### config.mk
export PLATFORM = sky130hd
export DESIGN_NAME = vga_fb_arbiter
export DESIGN_NICKNAME = d
export VERILOG_FILES = /design/src/rtl/vga_fb_arbiter.sv
export SDC_FILE = /design/constraint.sdc
export NUM_CORES = 1
export LEC_CHECK = 0
export CORE_ASPECT_RATIO = 1.2
export CORE_UTILIZATION = 52
export DETAILED_ROUTE_END_ITERATION = 8
export PLACE_DENSITY = 0.82
export SYNTH_ARGS = -nofsm -noshare
export SYNTH_HDL_FRONTEND = slang
export SYNTH_SLANG_ARGS = --single-unit
### constraint.sdc
create_clock -name clk -period 3.67 [get_ports clk]
set_clock_uncertainty 0.1 [all_clocks]
set_input_delay 0.367 -clock clk [delete_from_list [all_inputs] [get_ports clk]]
set_output_delay 0.367 -clock clk [all_outputs]
set_load 0.05 [all_outputs]
### src/rtl/vga_fb_arbiter.sv
// Frame-buffer access scheduler: shares one single-port pixel RAM between
// raster-order display fetch (into a small prefetch FIFO) and a drawing writer.
module vga_fb_arbiter #(
    parameter int unsigned H_VISIBLE  = 640,
    parameter int unsigned V_VISIBLE  = 480,
    parameter int unsigned ADDR_W     = 19,
    parameter int unsigned FIFO_DEPTH = 4,
    parameter int unsigned LOW_WATER  = 2
) (
    input  logic              clk,
    input  logic              rst,
    input  logic              frame_start,
    input  logic              pix_req,
    output logic [5:0]        pix_data,
    output logic              pix_valid,
    output logic              underflow,
    input  logic              wr_req,
    input  logic [ADDR_W-1:0] wr_addr,
    input  logic [5:0]        wr_data,
    output logic              wr_ack,
    output logic              mem_en,
    output logic              mem_we,
    output logic [ADDR_W-1:0] mem_addr,
    output logic [5:0]        mem_wdata,
    input  logic [5:0]        mem_rdata
);

    localparam int unsigned NPIX = H_VISIBLE * V_VISIBLE;
    localparam int unsigned PW   = $clog2(FIFO_DEPTH);
    localparam int unsigned CW   = PW + 1;

    localparam logic [ADDR_W-1:0] LAST_ADDR = ADDR_W'(NPIX - 1);
    localparam logic [CW:0]       DEPTH_L   = (CW + 1)'(FIFO_DEPTH);
    localparam logic [CW:0]       LOW_L     = (CW + 1)'(LOW_WATER);

    typedef enum logic [1:0] {StIdle, StActive, StDone} state_e;

    state_e            state_q, state_d;
    logic [ADDR_W-1:0] fetch_addr_q;
    logic              rd_p1_q, rd_p2_q;   // read issued 1 / 2 cycles ago, data not yet in FIFO
    logic [5:0]        fifo_mem [FIFO_DEPTH];
    logic [PW-1:0]     wr_ptr_q, rd_ptr_q;
    logic [CW-1:0]     count_q;

    logic [CW:0] level;
    logic        wr_elig;
    logic        rd_grant, wr_grant;
    logic        push, pop;

    assign level   = {1'b0, count_q} + (CW + 1)'(rd_p1_q) + (CW + 1)'(rd_p2_q);
    // Masking in the ack cycle stops the still-held request from being granted twice.
    assign wr_elig = wr_req && !wr_ack;
    // frame_start flushes the FIFO, so nothing is pushed or popped in that cycle.
    assign push    = rd_p2_q && !frame_start;
    assign pop     = pix_req && (count_q != '0) && !frame_start;

    assign pix_valid = (count_q != '0);
    assign pix_data  = pix_valid ? fifo_mem[rd_ptr_q] : 6'b0;

    // State register.
    always_ff @(posedge clk or posedge rst) begin
        if (rst) begin
            state_q <= StIdle;
        end else begin
            state_q <= state_d;
        end
    end

    // Next-state: frame_start always restarts; last fetch issue ends the frame.
    always_comb begin
        state_d = state_q;
        if (frame_start) begin
            state_d = StActive;
        end else if (state_q == StActive && rd_grant && fetch_addr_q == LAST_ADDR) begin
            state_d = StDone;
        end
    end

    // Arbitration decision: display first unless comfortably filled and writer waiting.
    always_comb begin
        rd_grant = 1'b0;
        wr_grant = 1'b0;
        if (!frame_start && state_q == StActive && level < DEPTH_L &&
            (level < LOW_L || !wr_elig)) begin
            rd_grant = 1'b1;
        end else if (wr_elig) begin
            wr_grant = 1'b1;
        end
    end

    // Registered memory strobes, write acknowledge and fetch address.
    always_ff @(posedge clk or posedge rst) begin
        if (rst) begin
            mem_en       <= 1'b0;
            mem_we       <= 1'b0;
            mem_addr     <= '0;
            mem_wdata    <= '0;
            wr_ack       <= 1'b0;
            fetch_addr_q <= '0;
        end else begin
            mem_en <= rd_grant || wr_grant;
            mem_we <= wr_grant;
            wr_ack <= wr_grant;
            if (rd_grant) begin
                mem_addr <= fetch_addr_q;
            end else if (wr_grant) begin
                mem_addr  <= wr_addr;
                mem_wdata <= wr_data;
            end
            if (frame_start) begin
                fetch_addr_q <= '0;
            end else if (rd_grant) begin
                fetch_addr_q <= fetch_addr_q + ADDR_W'(1);
            end
        end
    end

    // In-flight read tracking; clearing it on frame_start discards stale returns.
    always_ff @(posedge clk or posedge rst) begin
        if (rst) begin
            rd_p1_q <= 1'b0;
            rd_p2_q <= 1'b0;
        end else if (frame_start) begin
            rd_p1_q <= 1'b0;
            rd_p2_q <= 1'b0;
        end else begin
            rd_p1_q <= rd_grant;
            rd_p2_q <= rd_p1_q;
        end
    end

    // FIFO pointers and occupancy.
    always_ff @(posedge clk or posedge rst) begin
        if (rst) begin
            wr_ptr_q <= '0;
            rd_ptr_q <= '0;
            count_q  <= '0;
        end else if (frame_start) begin
            wr_ptr_q <= '0;
            rd_ptr_q <= '0;
            count_q  <= '0;
        end else begin
            if (push) wr_ptr_q <= wr_ptr_q + PW'(1);
            if (pop)  rd_ptr_q <= rd_ptr_q + PW'(1);
            case ({push, pop})
                2'b10:   count_q <= count_q + CW'(1);
                2'b01:   count_q <= count_q - CW'(1);
                default: count_q <= count_q;
            endcase
        end
    end

    // FIFO storage; contents are qualified by count so need no reset.
    always_ff @(posedge clk) begin
        if (push) begin
            fifo_mem[wr_ptr_q] <= mem_rdata;
        end
    end

    // Underflow pulse one cycle after a request against an empty FIFO.
    always_ff @(posedge clk or posedge rst) begin
        if (rst) begin
            underflow <= 1'b0;
        end else begin
            underflow <= pix_req && (count_q == '0);
        end
    end

endmodule

==> impl_metrics.toml, run 1 <==
[placement]
dp.cells = 474
pre_cts_slack_ns = 0.949
postPlaceCellArea_sq_mm = 0.00466
dp_hpwl_um = 5640
port_buffers = 71
gp_congestion = 0.877

[worst_setup_path]
crit_required_ns = 3.20
slowest_delay_ns = 0.69
crit_path_end = "pix_data[0]"
rrSetupSlack_ns = 0.94
worstPathArrival_ns = 2.42
regToRegStartpoint = "rd_p2_q$_DFF_PP0_"
path_buf_inv = 1
cp-start-kind = "flip-flop"
crit_cells = 3
regToRegEndpoint = "fetch_addr_q[18]$_DFFE_PP0P_"
crit_start = "rd_ptr_q[0]$_DFFE_PP0P_"
slowest_stage = "clkdlybuf4s50_1"
crit_type = "reg -> out"
path_cells = "mux4_2 > and2_1 > clkdlybuf4s50_1"
r2r_cells = 7
critical_path.max_fanout = 8
cp-end-kind = "output port"
crit_family = "buffers and inverters"

[global_route]
grt_max_degree = 44
grt_pass1_wl_um = 13800
antenna_found_initial = 0
grt_pass1_vias = 2888
grt_overflow = 0
grtUsageTotal_pct = 22.9

[timing]
relSlewSlack_pct = 54.5
period_minus_slack_ns = 2.88
timing.fmax_mhz = 347
hold_slack_ns = 0.191
drv_slew = 0
grt_setup_unrepaired = "no"
worst_slew_pin_slew_ns = 0.677
hold_violations = 0
setup_ws_ns = 0.787
setup_viol = 0
setup_tns_ns = 0
period_share_pct = 78.6

[logic_synthesis]
synth_seq_cells = 82
synth.avg_cell_area_sq_um = 11.8
synth_nets = 374
syn_area_sq_mm = 0.00388
ys_warn_count = 0
synth.distinct_cells = 43
synthCells = 330
yosysSeqAreaShare_pct = 56.0

[floorplanning]
io_pins = 72
dieArea_sq_mm = 0.00781
num_rows = 34
die_w_um = 80.8
initial_core_util_pct = 53.6
coreArea_sq_mm = 0.00723
die_h_um = 96.6

[cts]
cts.clk_slew.worst_paths_ns = 0.08
cts_resized = 0
clk_latency_ns = 0.35
cts_made_buffers = 9
clk_path_buf_depth = 2
post-cts-setup-buffer-count = 0
h-tree-depth = 3
clk_root_buffer_cell = "clkbuf_8"
clock_sinks = 82
cts_tree = "built"
holdBufCountCts = 0

[drt]
vias = 2852
firstDrtPassIters = 4
drc = 0
drt_iter0_drc = 121
routed_wl_um = 8030
routedWlPerCell_um = 16.4
top_layer_used = "met4"
dr_wl_met2_um = 4310
via_per_inst = 5.82
antenna_left = 0
met3_length_um = 386
drt-met1-wl_um = 3210

[cells_and_area]
fillers = 574
finalInstanceArea_sq_mm = 0.00487
area_growth_pct = 25.6
final_cells = 490
layout-drive-gt1-share_pct = 11.5
final_common_cell = "clkdlybuf4s50_1"
antenna_cells = 0
layout.nets = 439
postLayoutCoreUtil_pct = 67.4
final_cell_mix = "clkdlybuf4s50_1, dfrtp_1, edfxtp_1"

[power]
power_switching_mw = 1.41
ir_drop_uv = 629
p_int_mw = 2.03
p_seq_share_pct = 35.4
power_frac_comb_pct = 44.0
powerDensity_mw_per_mm2 = 707
total_power_mw = 3.44
clock_power_share_pct = 20.5
p_sw_share_pct = 41.0
leakage_nw = 1.94

[outcome]
outcome = "finished, final reports clean"

[hold_path]
hold_class = "in -> async"

[job]
max-cap-violations = 0
==> worst min-delay path by stage <==
| stage | from | end |
|---|---|---|
| final | rst | mem_addr[5]$_DFFE_PP0P_ |
| after CTS | rst | mem_addr[5]$_DFFE_PP0P_ |
| after detailed placement | state_q[1]$_DFFE_PP0P_ | state_q[1]$_DFFE_PP0P_ |
| after global routing | rst | mem_addr[5]$_DFFE_PP0P_ |
| after global placement | state_q[1]$_DFFE_PP0P_ | state_q[1]$_DFFE_PP0P_ |
| after floorplan | state_q[1]$_DFFE_PP0P_ | state_q[1]$_DFFE_PP0P_ |
==> power by group through the flow <==
stage / combinational (mW) / sequential (mW) / clock (mW)
6_report: 1.52 / 1.22 / 0.707
3_5_place_dp: 1.52 / 1.24 / 0
4_1_cts: 1.53 / 1.22 / 0.715
5_1_grt: 1.62 / 1.25 / 0.755
3_3_place_gp: 1.49 / 1.24 / 0
2_1_floorplan: 0.661 / 1.61 / 0
==> synthesized netlist by cell type (all sizes together) <==
master / number / area, sq um
nor3b: 1 / 7.51
or2: 2 / 12.5
a311oi: 1 / 8.76
o21ai: 23 / 119
clkbuf: 18 / 67.6
a32o: 1 / 10.0
o21a: 1 / 7.51
nor4: 6 / 37.5
or4: 7 / 52.6
nor2b: 8 / 50.1
o311ai: 2 / 17.5
fa: 1 / 20.0
and4: 2 / 17.5
a21oi: 9 / 45.0
xnor2: 1 / 8.76
dfrtp: 58 / 1450
a31oi: 2 / 12.5
and3: 2 / 12.5
nand2: 12 / 45.0
mux2: 13 / 146
a31o: 2 / 17.5
o31ai: 5 / 37.5
nor3: 7 / 35.0
or3b: 1 / 8.76
a2111o: 1 / 11.3
nand4: 9 / 56.3
and2: 11 / 68.8
mux4: 6 / 135
edfxtp: 24 / 721
nor4b: 1 / 8.76
a21o: 2 / 15.0
nor2: 16 / 60.1
mux2i: 23 / 230
or3: 4 / 25.0
nand3: 23 / 115
xor2: 4 / 35.0
inv: 8 / 30.0
ha: 7 / 87.6
buf: 6 / 31.3
==> routing by layer <==
| metal | vias up | GRT usage, % |
|---|---|---|
| li1 | 1342 | - |
| met5 | - | 0 |
| met3 | 12 | 3.40 |
| met4 | 0 | 8.38 |
| met1 | 1414 | 28.6 |
| met2 | 84 | 39.4 |
==> worst register-to-register path, stage by stage, from the launching register on <==
cell and delay, ns:
dfrtp_1 0.48, ha_1 0.33, a21o_1 0.18, ha_1 0.22, xor2_1 0.18, a31o_2 0.39
nor4_1 0.38, mux2_2 0.37
==> logic make-up after synthesis <==
kind of cell,share of synthesized area (%)
DFF,56.0
xor gates and xnor gates,1.13
buffers and inverters,3.32
AOI/OAI and AO/OA,7.77
adders and majority gates,2.77
muxes,13.2
and+or+nand+nor,15.8
==> final cells by class <==
class	count	area, sq um	area share [%]
tap	90	113	2.31
clock inverter	3	65.1	1.34
clock buffer	13	149	3.06
multi-input combinational	216	1580	32.4
timing repair buffer	78	763	15.7
inverter	8	30.0	0.616
sequential	82	2170	44.6
==> flip-flops by register name (all words and copies together) (netlist names) <==
name and cells:
fifo_mem 24, fetch_addr_q 19, mem_addr 19, mem_wdata 6, count_q 3, rd_ptr_q 2, state_q 2, wr_ptr_q 2
mem_en 1, mem_we 1, rd_p1_q 1, rd_p2_q 1, underflow 1
Note: power is estimated with default switching activity, not from simulation.
==> run 2, diff against run 1 <==
- CORE_UTILIZATION: 52 -> 47
- PLACE_DENSITY: 0.82 -> 0.78
- clock period: 3.67 -> 2.5 ns (I/O delays scaled with it)
==> impl_metrics.toml, run 2 (synthesis results as in run 1) <==
[cells_and_area]
reg_top3 = "fifo_mem: 24 flops, fetch_addr_q: 19 flops, mem_addr: 19 flops"
layout.nets = 455
area_growth_pct = 32.6
final_common_cell = "clkdlybuf4s50_1"
postLayoutCoreUtil_pct = 65.6
regMostFlops = "fifo_mem"
finalInstanceArea_sq_mm = 0.00514
layout-drive-gt1-share_pct = 21.4
final_cell_mix = "clkdlybuf4s50_1, dfrtp_1, edfxtp_1"
antenna_cells = 0
largest_reg_flops = 24

[floorplanning]
dieArea_sq_mm = 0.00862
die_h_um = 102
die_w_um = 84.9
io_pins = 72
coreArea_sq_mm = 0.00784
num_rows = 35
initial_core_util_pct = 49.5

[worst_setup_path]
crit_type = "reg -> reg"
cp-end-kind = "flip-flop"
worstPathArrival_ns = 2.64
slowest_delay_ns = 0.48
r2r_cells = 8
crit_cells = 8
path_cells = "ha_1 > a21o_1 > ha_4 > xor2_2 > a31o_4 > buf_6 > or4_1 > a21oi_1"
cp-start-kind = "flip-flop"
crit_required_ns = 2.67
crit_family = "compound AO/OA/AOI/OAI gates"
slowest_stage = "or4_1"
path_buf_inv = 1
critical_path.max_fanout = 5

[placement]
port_buffers = 71
dp_hpwl_um = 5600
gp_congestion = 0.822
postPlaceCellArea_sq_mm = 0.00479

[global_route]
antenna_found_initial = 0
grt_pass1_wl_um = 13700
grt_max_degree = 59
grt_overflow = 0
grtUsageTotal_pct = 20.5
grt_pass1_vias = 2981

[drt]
antenna_left = 0
met3_length_um = 392
drc = 2
firstDrtPassIters = 6
drt-met1-wl_um = 3690
routedWlPerCell_um = 17.0
vias = 2959
dr_wl_met2_um = 4420
routed_wl_um = 8660
via_per_inst = 5.82
top_layer_used = "met4"
drt_iter0_drc = 139

[timing]
worst_slew_pin_slew_ns = 0.503
setup_viol = 0
period_share_pct = 98.8
relSlewSlack_pct = 66.4
hold_violations = 0
period_minus_slack_ns = 2.47
drv_slew = 0
timing.fmax_mhz = 405
grt_setup_unrepaired = "yes"

[cts]
cts.clk_slew.worst_paths_ns = 0.09
clk_path_buf_depth = 2
clock_sinks = 82
clk_latency_ns = 0.36
h-tree-depth = 3
cts_made_buffers = 9
clk_root_buffer_cell = "clkbuf_8"
cts_tree = "built"

[outcome]
outcome = "complete, but fails checks"
violations = "design-rule violations"

[power]
leakage_nw = 2.04
ir_drop_uv = 625
powerDensity_mw_per_mm2 = 1000

[job]
max-cap-violations = 0

[hold_path]
hold_class = "in -> async"
## run 2: cell count changes in the layout (fill, tap and decap cells not counted), sizes merged, moves of 2 or more
| cell | change |
|---|---|
| buf | +22 |
| clkdlybuf4s50 | -7 |
| clkbuf | -4 |
| inv | +3 |
| bufinv | -2 |
| clkinv | +2 |
## run 2: cell type report
| type | instances | area (sq um) |
|---|---|---|
| timing repair buffer | 94 | 901 |
| inverter | 8 | 30.0 |
| fill | 595 | 2700 |
| clock buffer | 9 | 124 |
| sequential | 82 | 2170 |
| tap | 92 | 115 |
| multi-input combinational | 216 | 1740 |
| clock inverter | 7 | 60.1 |
## run 2: power breakdown
part,internal (mW),switching (mW),total [mW]
Clock,0.376,0.524,0.900
Combinational,0.910,1.56,2.47
Sequential,1.61,0.172,1.78
Total,2.90,2.25,5.15
## run 2: path summary, 6_finish.rpt
kind | start | endpoint | slack, ns
worst max-delay path | rd_p2_q$_DFF_PP0_ | fetch_addr_q[13]$_DFFE_PP0P_ | 0.03
worst min-delay path | rst | mem_wdata[2]$_DFFE_PP0P_ | 0.15
worst max register to register | rd_p2_q$_DFF_PP0_ | fetch_addr_q[13]$_DFFE_PP0P_ | 0.03
worst min register to register | mem_wdata[1]$_DFFE_PP0P_ | mem_wdata[1]$_DFFE_PP0P_ | 0.41
max in group asynchronous | rst | mem_addr[17]$_DFFE_PP0P_ | 1.88
min in group clk | wr_data[3] | mem_wdata[3]$_DFFE_PP0P_ | 0.40
## run 2: routing by layer
layer	up-vias	GRT usage, %
li1	1378	-
met3	16	3.91
met2	103	35.6
met4	0	8.60
met5	-	0
met1	1462	25.4
## run 2: stage by stage
step,setup slack (ns),hold WS (ns),setup TNS (ns),instances,power [mW]
after global placement,0.0733,0.376,0,490,4.11
after floorplan,-0.0335,0.249,-0.0335,330,3.36
after detailed placement,0.0232,0.392,0,490,4.16
after CTS,0.00437,0.165,0,506,5.06
final,0.0299,0.154,0,508,5.15
after global routing,-0.0553,0.185,-0.251,508,5.40
## run 2: worst reg2reg max path: stages, from the launching register on
cell     delay [ns]
dfrtp_1        0.39
ha_1           0.29
a21o_1         0.20
ha_4           0.18
xor2_2         0.18
a31o_4         0.25
buf_6          0.14
or4_1          0.48
a21oi_1        0.19
## run 2: timing repair
action,in CTS,in global routing
gates resized for setup,2,29
setup buffers,0,1
endpoints found under the setup margin,2,38
cloned,0,1
hold buffers,0,0
endpoints found under the hold margin,0,0
pin swaps,0,3
